==> config.mk <==
export PLATFORM = sky130hd
export DESIGN_NAME = ps2_key_decoder_flat
export DESIGN_NICKNAME = d
export VERILOG_FILES = /design/src/rtl/ps2_kbd_pkg.sv /design/src/rtl/ps2_key_decoder_if.sv /design/src/rtl/ps2_event_fifo.sv /design/src/rtl/ps2_key_decoder.sv /design/src/flat_wrapper.sv
export SDC_FILE = /design/constraint.sdc
export NUM_CORES = 1
export LEC_CHECK = 0
export ABC_CLOCK_PERIOD_IN_PS = 3080
export BUFFER_PORTS_ARGS = -buffer_cell sky130_fd_sc_hd__buf_4
export CAP_MARGIN = 20
export CORE_MARGIN = 3
export CORE_UTILIZATION = 55
export DETAILED_ROUTE_END_ITERATION = 16
export GPL_ROUTABILITY_DRIVEN = 0
export PLACE_DENSITY = 0.76
export SKIP_LAST_GASP = 1
export SLEW_MARGIN = 30
export SYNTH_ARGS = -nofsm -noshare
export SYNTH_HDL_FRONTEND = slang
export SYNTH_SLANG_ARGS = --single-unit
export TNS_END_PERCENT = 50
==> constraint.sdc <==
create_clock -name CLK -period 3.08 [get_ports CLK]
set_input_delay 0.154 -clock CLK [delete_from_list [all_inputs] [get_ports CLK]]
set_output_delay 0.154 -clock CLK [all_outputs]
set_load 0.01 [all_outputs]
==> src/rtl/ps2_kbd_pkg.sv <==
// Shared constants, parser state and event types for the PS/2 set-2 key decoder.
package ps2_kbd_pkg;

  localparam logic [7:0] PS2_EXT     = 8'hE0;
  localparam logic [7:0] PS2_BRK     = 8'hF0;
  localparam logic [7:0] PS2_PAUSE   = 8'hE1;
  localparam logic [7:0] PS2_BAT_OK  = 8'hAA;
  localparam logic [7:0] PS2_ACK     = 8'hFA;
  localparam logic [7:0] PS2_RESEND  = 8'hFE;
  localparam logic [7:0] PS2_ERR_LO  = 8'h00;
  localparam logic [7:0] PS2_ERR_HI  = 8'hFF;

  // Bytes that follow the E1 of the Pause key and are swallowed without an event.
  localparam int PS2_PAUSE_LEN = 7;

  typedef logic [2:0] skip_cnt_t;

  typedef enum logic [2:0] {
    IDLE,
    EXT,
    BRK,
    EXT_BRK,
    SKIP
  } ps2_state_e;

  typedef struct packed {
    logic       ext;
    logic       brk;
    logic [7:0] code;
  } ps2_evt_t;

  function automatic logic ps2_is_prefix(input logic [7:0] b);
    return (b == PS2_EXT) || (b == PS2_BRK);
  endfunction

  // Controller chatter and error bytes that never denote a key.
  function automatic logic ps2_is_noise(input logic [7:0] b);
    return (b == PS2_ERR_LO) || (b == PS2_BAT_OK) || (b == PS2_ACK) ||
           (b == PS2_RESEND) || (b == PS2_ERR_HI);
  endfunction

endpackage

==> src/rtl/ps2_key_decoder_if.sv <==
// Byte-in / event-out bundle between the PS/2 receiver side, the decoder and user logic.
interface ps2_key_decoder_if #(
  parameter int NUM_KEYS   = 4,
  parameter int FIFO_DEPTH = 8
);
  localparam int CNT_W = $clog2(FIFO_DEPTH) + 1;

  logic [7:0]          rx_data;
  logic                rx_en;
  logic                evt_rd;
  logic                evt_valid;
  logic [7:0]          evt_code;
  logic                evt_ext;
  logic                evt_break;
  logic                evt_overflow;
  logic [CNT_W-1:0]    fifo_count;
  logic [NUM_KEYS-1:0] key_state;

  modport master (
    output rx_data, rx_en, evt_rd,
    input  evt_valid, evt_code, evt_ext, evt_break, evt_overflow, fifo_count, key_state
  );

  modport slave (
    input  rx_data, rx_en, evt_rd,
    output evt_valid, evt_code, evt_ext, evt_break, evt_overflow, fifo_count, key_state
  );
endinterface

==> src/rtl/ps2_event_fifo.sv <==
// First-word-fall-through event FIFO built as a shift register so the head entry is
// itself a flop; supports push and pop in the same cycle and a sticky overflow flag.
module ps2_event_fifo
  import ps2_kbd_pkg::*;
#(
  parameter  int DEPTH = 8,
  localparam int CNT_W = $clog2(DEPTH) + 1
) (
  input  logic             clk,
  input  logic             rst,
  input  logic             push,
  input  ps2_evt_t         wdata,
  input  logic             pop,
  output logic             valid,
  output ps2_evt_t         head,
  output logic [CNT_W-1:0] count,
  output logic             overflow
);

  ps2_evt_t         mem_q [DEPTH];
  ps2_evt_t         mem_d [DEPTH];
  logic [CNT_W-1:0] count_q, count_d;
  logic             valid_q, valid_d;
  logic             ovf_q, ovf_d;

  logic             full;
  logic             do_pop;
  logic             do_push;
  logic [CNT_W-1:0] wr_idx;

  always_comb begin
    // NOTE: every signal assigned here gets a default first, so no path can infer a latch.
    mem_d   = mem_q;
    count_d = count_q;
    ovf_d   = ovf_q;

    full    = (count_q == CNT_W'(DEPTH));
    do_pop  = pop && (count_q != '0);
    do_push = push && (!full || do_pop);
    wr_idx  = do_pop ? (count_q - CNT_W'(1)) : count_q;

    if (do_pop) begin
      for (int i = 0; i < DEPTH - 1; i++) begin
        mem_d[i] = mem_q[i+1];
      end
      mem_d[DEPTH-1] = '0;
    end

    if (do_push) begin
      for (int i = 0; i < DEPTH; i++) begin
        if (CNT_W'(i) == wr_idx) begin
          mem_d[i] = wdata;
        end
      end
    end

    case ({do_push, do_pop})
      2'b10:   count_d = count_q + CNT_W'(1);
      2'b01:   count_d = count_q - CNT_W'(1);
      default: count_d = count_q;
    endcase

    if (push && full && !do_pop) begin
      ovf_d = 1'b1;
    end

    valid_d = (count_d != '0);
  end

  always_ff @(posedge clk or posedge rst) begin
    if (rst) begin
      // NOTE: the storage is reset because entry 0 drives the head outputs, which must read 0 out of reset.
      for (int i = 0; i < DEPTH; i++) begin
        mem_q[i] <= '0;
      end
      count_q <= '0;
      valid_q <= 1'b0;
      ovf_q   <= 1'b0;
    end else begin
      // NOTE: state updates use non-blocking assignment so every flop samples pre-edge values.
      mem_q   <= mem_d;
      count_q <= count_d;
      valid_q <= valid_d;
      ovf_q   <= ovf_d;
    end
  end

  assign valid    = valid_q;
  assign head     = mem_q[0];
  assign count    = count_q;
  assign overflow = ovf_q;

endmodule

==> src/rtl/ps2_key_decoder.sv <==
// PS/2 scan-code set 2 decoder: prefix parser with idle timeout, buffered key events
// and a held/toggle state bit for each configured key.
module ps2_key_decoder
  import ps2_kbd_pkg::*;
#(
  parameter int                      NUM_KEYS    = 4,
  parameter logic [9*NUM_KEYS-1:0]   KEY_CODES   = {9'h023, 9'h01B, 9'h01C, 9'h01D},
  parameter int                      LED_MODE    = 0,
  parameter int                      FIFO_DEPTH  = 8,
  parameter int                      TIMEOUT_CYC = 2_500_000
) (
  input  logic               CLK,
  input  logic               RST,
  ps2_key_decoder_if.slave   bus
);

  localparam int TO_W = $clog2(TIMEOUT_CYC + 1);

  ps2_state_e        state_q, state_d;
  skip_cnt_t         skip_q, skip_d;
  logic [TO_W-1:0]   idle_q, idle_d;

  logic              emit;
  ps2_evt_t          evt;
  ps2_evt_t          head;

  logic [NUM_KEYS-1:0] held_q, held_d;
  logic [NUM_KEYS-1:0] tog_q, tog_d;

  // Parser state register.
  always_ff @(posedge CLK or posedge RST) begin
    if (RST) begin
      state_q <= IDLE;
      skip_q  <= '0;
      idle_q  <= '0;
    end else begin
      state_q <= state_d;
      skip_q  <= skip_d;
      idle_q  <= idle_d;
    end
  end

  // Next-state: byte-driven transitions, or the idle timeout while a prefix is pending.
  always_comb begin
    state_d = state_q;
    skip_d  = skip_q;
    idle_d  = '0;

    if (bus.rx_en) begin
      case (state_q)
        IDLE: begin
          if (bus.rx_data == PS2_EXT) begin
            state_d = EXT;
          end else if (bus.rx_data == PS2_BRK) begin
            state_d = BRK;
          end else if (bus.rx_data == PS2_PAUSE) begin
            state_d = SKIP;
            skip_d  = skip_cnt_t'(PS2_PAUSE_LEN);
          end
        end
        EXT: begin
          if (bus.rx_data == PS2_BRK)      state_d = EXT_BRK;
          else if (bus.rx_data == PS2_EXT) state_d = EXT;
          else                             state_d = IDLE;
        end
        BRK: begin
          if (bus.rx_data == PS2_BRK)      state_d = BRK;
          else if (bus.rx_data == PS2_EXT) state_d = EXT_BRK;
          else                             state_d = IDLE;
        end
        EXT_BRK: begin
          if (!ps2_is_prefix(bus.rx_data)) state_d = IDLE;
        end
        SKIP: begin
          skip_d = skip_q - skip_cnt_t'(1);
          if (skip_q == skip_cnt_t'(1)) state_d = IDLE;
        end
        default: state_d = IDLE;
      endcase
    end else if (state_q != IDLE) begin
      if (idle_q == TO_W'(TIMEOUT_CYC - 1)) begin
        state_d = IDLE;
      end else begin
        idle_d = idle_q + TO_W'(1);
      end
    end
  end

  // Output decode: a final (non-prefix) byte emits an event flavoured by the pending prefixes.
  always_comb begin
    emit     = 1'b0;
    evt.ext  = (state_q == EXT) || (state_q == EXT_BRK);
    evt.brk  = (state_q == BRK) || (state_q == EXT_BRK);
    evt.code = bus.rx_data;

    if (bus.rx_en) begin
      case (state_q)
        IDLE:             emit = !ps2_is_prefix(bus.rx_data) &&
                                 (bus.rx_data != PS2_PAUSE) &&
                                 !ps2_is_noise(bus.rx_data);
        EXT, BRK, EXT_BRK: emit = !ps2_is_prefix(bus.rx_data);
        default:          emit = 1'b0;
      endcase
    end
  end

  ps2_event_fifo #(
    .DEPTH (FIFO_DEPTH)
  ) u_fifo (
    .clk      (CLK),
    .rst      (RST),
    .push     (emit),
    .wdata    (evt),
    .pop      (bus.evt_rd),
    .valid    (bus.evt_valid),
    .head     (head),
    .count    (bus.fifo_count),
    .overflow (bus.evt_overflow)
  );

  assign bus.evt_code  = head.code;
  assign bus.evt_ext   = head.ext;
  assign bus.evt_break = head.brk;

  // Key tracker sees every decoded event, even ones the FIFO had to drop.
  always_comb begin
    held_d = held_q;
    tog_d  = tog_q;
    if (emit) begin
      for (int i = 0; i < NUM_KEYS; i++) begin
        if (KEY_CODES[9*i +: 9] == {evt.ext, evt.code}) begin
          if (evt.brk) begin
            held_d[i] = 1'b0;
          end else begin
            if (!held_q[i]) tog_d[i] = ~tog_q[i];
            held_d[i] = 1'b1;
          end
        end
      end
    end
  end

  always_ff @(posedge CLK or posedge RST) begin
    if (RST) begin
      held_q <= '0;
      tog_q  <= '0;
    end else begin
      held_q <= held_d;
      tog_q  <= tog_d;
    end
  end

  assign bus.key_state = (LED_MODE != 0) ? tog_q : held_q;

endmodule
==> src/flat_wrapper.sv <==
// flat-port wrapper written by rule: the top's interface ports become plain ports
module ps2_key_decoder_flat import ps2_kbd_pkg::*;
#(
  parameter int                      NUM_KEYS    = 4,
  parameter logic [9*NUM_KEYS-1:0]   KEY_CODES   = {9'h023, 9'h01B, 9'h01C, 9'h01D},
  parameter int                      LED_MODE    = 0,
  parameter int                      FIFO_DEPTH  = 8,
  parameter int                      TIMEOUT_CYC = 2_500_000
)
  (CLK, RST, bus_rx_data, bus_rx_en, bus_evt_rd, bus_evt_valid, bus_evt_code, bus_evt_ext, bus_evt_break, bus_evt_overflow, bus_fifo_count, bus_key_state);
  ps2_key_decoder_if #(.NUM_KEYS(NUM_KEYS), .FIFO_DEPTH(FIFO_DEPTH)) bus_i ();
  input  logic CLK;
  input  logic RST;
  input wire logic [$bits(bus_i.rx_data)-1:0] bus_rx_data;
  input wire logic [$bits(bus_i.rx_en)-1:0] bus_rx_en;
  input wire logic [$bits(bus_i.evt_rd)-1:0] bus_evt_rd;
  output wire logic [$bits(bus_i.evt_valid)-1:0] bus_evt_valid;
  output wire logic [$bits(bus_i.evt_code)-1:0] bus_evt_code;
  output wire logic [$bits(bus_i.evt_ext)-1:0] bus_evt_ext;
  output wire logic [$bits(bus_i.evt_break)-1:0] bus_evt_break;
  output wire logic [$bits(bus_i.evt_overflow)-1:0] bus_evt_overflow;
  output wire logic [$bits(bus_i.fifo_count)-1:0] bus_fifo_count;
  output wire logic [$bits(bus_i.key_state)-1:0] bus_key_state;
  assign bus_i.rx_data = bus_rx_data;
  assign bus_i.rx_en = bus_rx_en;
  assign bus_i.evt_rd = bus_evt_rd;
  assign bus_evt_valid = bus_i.evt_valid;
  assign bus_evt_code = bus_i.evt_code;
  assign bus_evt_ext = bus_i.evt_ext;
  assign bus_evt_break = bus_i.evt_break;
  assign bus_evt_overflow = bus_i.evt_overflow;
  assign bus_fifo_count = bus_i.fifo_count;
  assign bus_key_state = bus_i.key_state;
  ps2_key_decoder #(.NUM_KEYS(NUM_KEYS), .KEY_CODES(KEY_CODES), .LED_MODE(LED_MODE), .FIFO_DEPTH(FIFO_DEPTH), .TIMEOUT_CYC(TIMEOUT_CYC)) u_core (.CLK(CLK), .RST(RST), .bus(bus_i));
endmodule
# --- Yosys cells after proc, flatten, opt, wreduce, memory -nomap -nowiden ---
# Cells that the tools add are included.
totals:
  word_cells: 141
  regBits: 118
op_classes:
  reduce_logical: 34
  n_eq_ne: 34
  mux: 35
  n_addsub: 4
ops:
  columns: ["operator", "n"]
  rows:
  - ["2-to-1 mux 80 bit", 2]
  - ["2-to-1 mux 10 bit", 8]
  - ["2-to-1 mux 22 bit", 3]
  - ["equality test 8 bit (second input constant)", 7]
  - ["2-to-1 mux 3 bit", 13]
  - ["equality test 5 x 9 -> 1 bit (first input constant)", 3]
  - ["adder 22 x 1 -> 22 bit (second input constant)", 1]
  - ["equality test 22 bit (second input constant)", 1]
  - ["equality test 3 x 4 -> 1 bit (first input constant)", 4]
  - ["case mux 3 bit (5 select lines)", 1]
  - ["AND reduction 5 bit", 2]
  - ["equality test 6 x 9 -> 1 bit (first input constant)", 1]
  - ["equality test 2 x 4 -> 1 bit (first input constant)", 2]
  - ["logical NOT 8 bit", 1]
  - ["logical OR 1 bit", 8]
  - ["inequality test 8 bit (second input constant)", 1]
  - ["case mux 4 bit (2 select lines)", 1]
  - ["AND reduction 2 bit", 4]
  - ["nonzero test 4 bit", 2]
  - ["equality test 3 x 1 -> 1 bit (second input constant)", 2]
  - ["equality test 3 x 2 -> 1 bit (second input constant)", 2]
  - ["logical AND 1 bit", 6]
  - ["case mux 3 bit (2 select lines)", 1]
  - ["nonzero test 2 bit", 3]
  - ["other kinds (22)", 28]

# --- Logic depth before layout (Yosys ltp) ---
# Gate-level depths: netlist (run 1).
logic_depth:
  depth_word: 13
  depth_mapped: 11
  depth_no_buf: 8

# --- Hierarchy ---
# Synthesis (run 1) repeated with hierarchy kept, for this count alone.
hier_totals:
  hier_cells: 546
  hier_area_um2: 6162.2
by_module_without_submodules:
  columns: ["mod", "area_each_um2", "seq_area_each_um2", "cells_per_inst", "instances"]
  rows:
  - ["ps2_event_fifo", 4380.5, 2152.1, 352, 1]
  - ["ps2_key_decoder", 1781.7, 800.8, 194, 1]

# --- Worst setup path before layout (run 1) ---
# OpenSTA, ideal clock, no wires.
synth_path:
  kind: "reg-to-reg"
  from: "register u_core.u_fifo.count_q[1], in the netlist u_core.u_fifo.count[1]"
  to: "register u_core.u_fifo.mem_q[28] in the netlist's numbering"
  t_arrival_ns: 2.332
  n_path_buf: 3
  required_time_ns: 2.944
  path_stages_with_launch: 10
  setup_slack_ns: 0.612
  setup_time_ns: 0.136
  cell_sequence: "dfrtp_1 clkbuf_1 inv_1 ha_1 buf_2 nor3b_1 nor2_1 clkbuf_1 mux2i_1 mux2i_1"
synth_rtl:
  columns: ["element", "line_no", "text"]
  rows:
  - ["from (decl)", "ps2_event_fifo.sv:22", "logic [CNT_W-1:0] count_q, count_d;"]
  - ["from (signal assigned)", "ps2_event_fifo.sv:82", "count_q <= count_d;"]
  - ["to (signal assigned)", "ps2_event_fifo.sv:81", "mem_q <= mem_d;"]
  - ["to (decl)", "ps2_event_fifo.sv:20", "ps2_evt_t mem_q [DEPTH];"]

==> results.yml, run 1 <==
outcome:
  run_status: "finished, final reports clean"
grt:
  grt.total_usage_pct: 22.4
  antenna_found_initial: 0
  gr-total-overflow: 0
  first_global_vias: 4512
  grt_first_pass_wirelength_mm: 22.5
  grt_start_max_net_pins: 61
timing:
  max_slew_margin_pct: 51.7
  setup_repair_after_global_routing_missed_its_margin: "false"
  finalHoldViolations: 0
  finalSetupViolations: 0
  tightestPinTransition_ps: 723
  post_route_setup_tns_ps: 0
  timing.final.crit_share_pct: 88.5
  final.min_clock_period_ps: 2730
  slew_viol_final: 0
  fmaxAchievable_mhz: 367
  post-route-worst-setup-slack_ps: 354
  finClkSkew_ps: 9.20
synth:
  post_syn_area_um2: 6100
  synth_top_family_by_area: "multiplexers"
  synth_top_cell_area_share_pct: 48.4
  yosys.cell_types.count: 62
  synth-warning-count: 0
  synth_nets: 601
  synth-adder-area-share_pct: 1.03
  cell_with_the_most_instances_after_synthesis: "dfrtp_1"
  synth_seq_area_share_pct: 48.4
  synth.cells.most_frequent: "118 x dfrtp_1, 111 x mux2i_1, 70 x nand2_1, 57 x nor2_1, 18 x a31oi_1"
  area_share_of_and_or_nand_nor_cells_after_synthesis_pct: 16.5
  ys_dominant_reg_cell: "dfrtp_1"
  synth_top_cell_by_area: "dfrtp_1"
  multiplexer_fraction_of_the_synthesized_cell_area_pct: 18.8
  synthTopCellsByArea: "dfrtp_1 48%, mux2i_1 18%, nand2_1 4.3%"
  synth_async_sr_flop_share_pct: 100
  synth_enable_flop_cells: 0
  synth_xor_xnor_area_share_pct: 3.16
  synth_compound_area_share_pct: 7.71
  number_of_instances_in_the_synthesized_netlist: 584
  synth_seq_cells: 118
  post_synth.cell_area_avg_um2: 10.4
worst_hold_path:
  hold_end: "u_core.u_fifo.count[2]"
  min-delay-path-class: "in -> reg"
  worst_hold_startpoint: "bus_evt_rd"
  number_of_stages_on_the_worst_hold_path: 3
clocking:
  h-tree-depth: 4
  cts_tree: "done"
  cts_buffer_depth: 2
  numCtsBuffers: 17
  clk_pin_slew_worst_paths_ps: 60
  clk-insertion-delay-late_ps: 520
  cts_root_buf: "clkbuf_8"
  cts_num_sinks: 118
drt:
  wirelength_mm: 13.3
  remaining_drc_errors: 0
  vias_per_cell: 5.87
  antenna_violating_nets_post_route: 0
  dr.first_iter.drc_count: 313
  detailedRoute.firstPassIterationCount: 5
  route.detailed.wl_per_inst_um: 17.4
  via_count: 4490
floorplan:
  die_height_um: 111
  floorplan.die_area_um2: 12400
  core_area_um2: 10600
  start_util_pct: 57.8
  num_rows: 37
  num_io_pins: 32
  die_x_um: 111
worst_setup_path:
  worst-path-max-fanout: 20
  worst_ep_required_time_ps: 3430
  regToRegSetupSlack_ps: 350
  timing.critical_path.arrival_ps: 3080
  r2r-start: "u_core.u_fifo.count[0]"
  timing.reg2reg.worst_path_depth: 8
  timing.rr.end: "u_core.u_fifo.mem_q[45]"
  worstSetupEndpointType: "register"
  criticalPathCategory: "reg -> reg"
  start_kind: "register"
flow_run:
  cap_viol_max_count: 0
place:
  dp.final_hpwl_mm: 8.63
  setup_slack_placement_ps: 420
  io_buffers: 31
power:
  standby_leakage_power_nw: 3.62
  power-per-cell-area_nw_per_um2: 792
  ir_worst_vdd_mv: 0.537
finish:
  final_layout_size_suffix_gt1_share_pct: 15.3
  num-nets-final: 633
  antennaDiodeCount: 0
  syn2layout_area_growth_pct: 16.8
how the worst max path moves through the flow:
| stage | startpoint | end | slack [ps] | cells past startpoint |
|---|---|---|---|---|
| 3_3_place_gp | u_core.u_fifo.count[0] | u_core.u_fifo.mem_q[40] | 580 | 8 |
| 5_1_grt | u_core.u_fifo.count[0] | u_core.u_fifo.mem_q[45] | 80 | 8 |
| 2_1_floorplan | u_core.u_fifo.count[1] | u_core.u_fifo.mem_q[28] | 610 | 9 |
| 4_1_cts | u_core.u_fifo.count[0] | u_core.u_fifo.mem_q[45] | 420 | 8 |
| 6_report | u_core.u_fifo.count[0] | u_core.u_fifo.mem_q[45] | 350 | 8 |
| 3_5_place_dp | u_core.u_fifo.count[0] | u_core.u_fifo.mem_q[45] | 420 | 8 |
what timing repair did:
| item | 4_1_cts | 5_1_grt |
|---|---|---|
| buffers inserted | 0 | 0 |
| endpoints found under the hold margin | 52 | 0 |
| gates resized for setup | 0 | 0 |
| hold buffers | 10 | 0 |
critical path: stages, from the launching register on:
cell and delay [ps]:
dfrtp_1 490, inv_1 220, ha_1 350, nor2b_1 270
a41oi_1 70, o32a_1 260, or3_1 620, nor2_1 210
a31oi_1 70
sequential cells by signal (all words and copies together), names as in the netlist:
signal                  flops
u_core.bus.key_state        4
u_core.idle_q              22
u_core.skip_q               3
u_core.state_q              3
u_core.u_fifo.count         4
u_core.u_fifo.head         10
u_core.u_fifo.mem_q        70
u_core.u_fifo.overflow      1
u_core.u_fifo.valid         1
per-stage QoR:
stage	total power, mW	hold WS (ps)	cells	instance area, um2	utilization [%]
finish	5.65	51.9	765	7130	67.5
global route	5.94	95.8	765	7130	67.5
CTS	5.66	33.4	765	7130	67.5
detailed placement	3.65	321	723	6420	60.9
global placement	3.57	311	723	6420	60.9
floorplan	3.25	251	584	6100	-
power by group:
part | total [mW] | switching [mW] | internal, mW
Combinational | 1.51 | 0.831 | 0.684
Sequential | 2.15 | 0.256 | 1.89
Clock | 1.99 | 0.728 | 1.26
cell families (layout without fill, tap and decap cells):
family,count (synthesis),after routing
DFF,118,118
buffers and inverters,56,101
adders and majority gates,5,5
muxes,114,114
and+or+nand+nor,207,207
xor gates and xnor gates,22,22
AOI/OAI and AO/OA,62,62
cell usage in the layout (no fill, tap or decap), types with 12 or more instances in the layout:
master	netlist	routed
a31oi_1	18	18
nand2_1	70	70
inv_1	17	16
clkbuf_16	0	16
nand3_1	17	17
dfrtp_1	118	118
nor2_1	57	56
xnor2_1	12	12
buf_4	10	39
mux2i_1	111	111
cell type report:
class | instances | area (um2)
flip-flops and latches | 118 | 2950
multi-input cells | 410 | 2900
well taps | 136 | 170
repair buffers | 51 | 433
clock inverters | 14 | 175
fillers | 776 | 3430
clock buffers | 18 | 428
inverters | 18 | 71.3
routing by layer:
layer	track usage, %	share of wire (%)	wire length (um)
met1	30.0	45	6000
met3	4.86	4.4	583
met2	36.9	49	6540
met5	0	0	0
met4	6.33	1.3	168
Power figures use the tool's default switching activity.
==> run 2: changes to the inputs <==
--- a/config.mk
+++ b/config.mk
@@ -8,6 +8,7 @@
 export ABC_CLOCK_PERIOD_IN_PS = 3080
 export BUFFER_PORTS_ARGS = -buffer_cell sky130_fd_sc_hd__buf_4
 export CAP_MARGIN = 20
+export CORE_ASPECT_RATIO = 0.75
 export CORE_MARGIN = 3
 export CORE_UTILIZATION = 55
 export DETAILED_ROUTE_END_ITERATION = 16
==> results.yml, run 2 (synthesis gave the netlist of run 1 again) <==
outcome:
  run_status: "finished, final reports clean"
power:
  power.net_switching_mw: 1.86
  power.share.clock_pct: 34.4
  standby_leakage_power_nw: 3.57
  power.total_mw: 5.58
  power.share.sequential_pct: 38.2
  power-per-cell-area_nw_per_um2: 795
  switching_share_pct: 33.3
  internal_power_mw: 3.72
  combinationalPowerShare_pct: 27.4
  ir_worst_vdd_mv: 0.589
clocking:
  cts_repair_resize_count: 0
  clk_pin_slew_worst_paths_ps: 60
  cts_buffer_depth: 2
  clk-insertion-delay-late_ps: 420
  h-tree-depth: 4
  cts_tree: "done"
  cts_root_buf: "clkbuf_16"
  cts_num_sinks: 118
  numCtsBuffers: 17
  total_setup_buffers_inserted_after_cts: 0
finish:
  fillerInstances: 751
  syn2layout_area_growth_pct: 15.0
  final_layout_size_suffix_gt1_share_pct: 15.3
  largest_register_ff_count: 70
  multi_input_area_um2: 2900
  final_cell_mix: "118 x dfrtp_1, 111 x mux2i_1, 70 x nand2_1"
  antennaDiodeCount: 0
  largest-register: "u_core.u_fifo.mem_q"
  seqCellArea_um2: 2950
  postLayoutCellArea_um2: 7020
  num-nets-final: 624
  leading_cell_type_in_the_layout_fill_and_taps_excluded: "dfrtp_1"
worst_setup_path:
  worstSetupEndpointType: "register"
  critical-path-max-stage-delay_ps: 490
  timing.critical_path.arrival_ps: 3010
  critical-path-slowest-cell: "dfrtp_1"
  criticalPathCategory: "reg -> reg"
  start_kind: "register"
  cpLargestDelayFamily: "buffers and inverters"
  worst-path-buf-inv: 2
  r2r-start: "u_core.u_fifo.count[1]"
  worst-path-max-fanout: 41
  worst_ep_required_time_ps: 3400
  worstSetupStartpoint: "u_core.u_fifo.count[1]"
  path_cells: "inv_1, ha_1, nand2b_1, o21ai_4, buf_4, a31o_2, nand2_4, mux2i_1"
timing:
  tightestPinTransition_ps: 641
  setup_repair_after_global_routing_missed_its_margin: "false"
  slew_viol_final: 0
  timing.final.crit_share_pct: 87.2
  final.min_clock_period_ps: 2680
  max_slew_margin_pct: 57.2
  finClkSkew_ps: 9.59
  finalHoldViolations: 0
  finalSetupViolations: 0
  fmaxAchievable_mhz: 373
  post_route_setup_tns_ps: 0
drt:
  remaining_drc_errors: 0
  wirelength_mm: 13.2
  via_count: 4524
  vias_per_cell: 5.98
  antenna_violating_nets_post_route: 0
  route.detailed.wl_per_inst_um: 17.5
  dr.first_iter.drc_count: 369
  detailedRoute.firstPassIterationCount: 6
floorplan:
  die_height_um: 97.2
  floorplan.die_area_um2: 12400
  core_area_um2: 10500
  num_io_pins: 32
  start_util_pct: 57.9
  die_x_um: 128
  num_rows: 32
grt:
  grt_start_max_net_pins: 119
  gr-total-overflow: 0
  grt_first_pass_wirelength_mm: 22.3
  grt.total_usage_pct: 22.5
  antenna_found_initial: 0
  first_global_vias: 4446
place:
  dp.final_hpwl_mm: 8.49
  detailed_place.area_um2: 6420
  io_buffers: 31
worst_hold_path:
  min-delay-path-class: "in -> reg"
  worst_hold_startpoint: "bus_rx_data[4]"
flow_run:
  cap_viol_max_count: 0
## run 2: cell count changes in the layout (fill, tap and decap cells not counted), sizes merged
cell,delta
dlygate4sd3,-8
inv,+4
clkinv,-3
bufinv,-2
buf,-1
clkinvlp,+1
## run 2: layout make-up
cell class | instances | area share (%)
clock buffers | 18 | 6.26
clock inverters | 14 | 1.98
inverters | 18 | 1.02
multi-input cells | 410 | 41.3
flip-flops and latches | 118 | 42.1
well taps | 136 | 2.43
repair buffers | 42 | 4.92
## run 2: metal layers
metal | up-vias | global-route usage [%] | share of wire [%]
li1 | 2097 | - | -
met3 | 17 | 6.65 | 5.6
met4 | 0 | 7.91 | 1.3
met5 | - | 0 | 0
met1 | 2256 | 31.2 | 46
met2 | 154 | 33.9 | 47
## run 2: per-stage QoR
step	hold WS [ps]	instances	worst slack (ps)	util, %
after CTS	29.3	756	422	66.6
after detailed placement	390	722	456	60.9
after global routing	43.7	756	138	66.6
after global placement	385	722	601	60.9
final	58.1	756	396	66.6
after floorplan	251	584	612	-
## run 2: timing repair
item	4_1_cts	5_1_grt
hold buffers	2	0
endpoints found under the hold margin	119	0
setup endpoints to repair	0	0
## run 2: worst reg2reg max path, delay by kind of cell, from the launching register on
| kind | cells | cell delay (ps) |
|---|---|---|
| AO/OA/AOI/OAI | 2 | 520 |
| adder cells (fa/ha/maj) | 1 | 360 |
| buffers and inverters | 2 | 630 |
| flip-flops | 1 | 490 |
| multiplexers | 1 | 240 |
| AND/OR/NAND/NOR | 2 | 360 |
## run 2: worst paths after layout
kind | slack [ps] | endpoint | depth (start not counted)
worst max-delay path | 400 | u_core.u_fifo.mem_q[10] | 8
worst min-delay path | 60 | u_core.state_q[0] | 2
worst max register to register | 400 | u_core.u_fifo.mem_q[10] | 8
worst min register to register | 480 | u_core.u_fifo.overflow | 1
max in group asynchronous | 2130 | u_core.u_fifo.mem_q[55] | 4
min in group asynchronous | 450 | u_core.u_fifo.mem_q[67] | 4
## run 2: power groups by stage
stage	Clock (mW)	Sequential (mW)	Combinational, mW
final	1.92	2.13	1.53
after global routing	2.01	2.17	1.68
after CTS	1.95	2.12	1.53
after detailed placement	0	2.14	1.51
after global placement	0	2.13	1.45
after floorplan	0	2.07	1.19
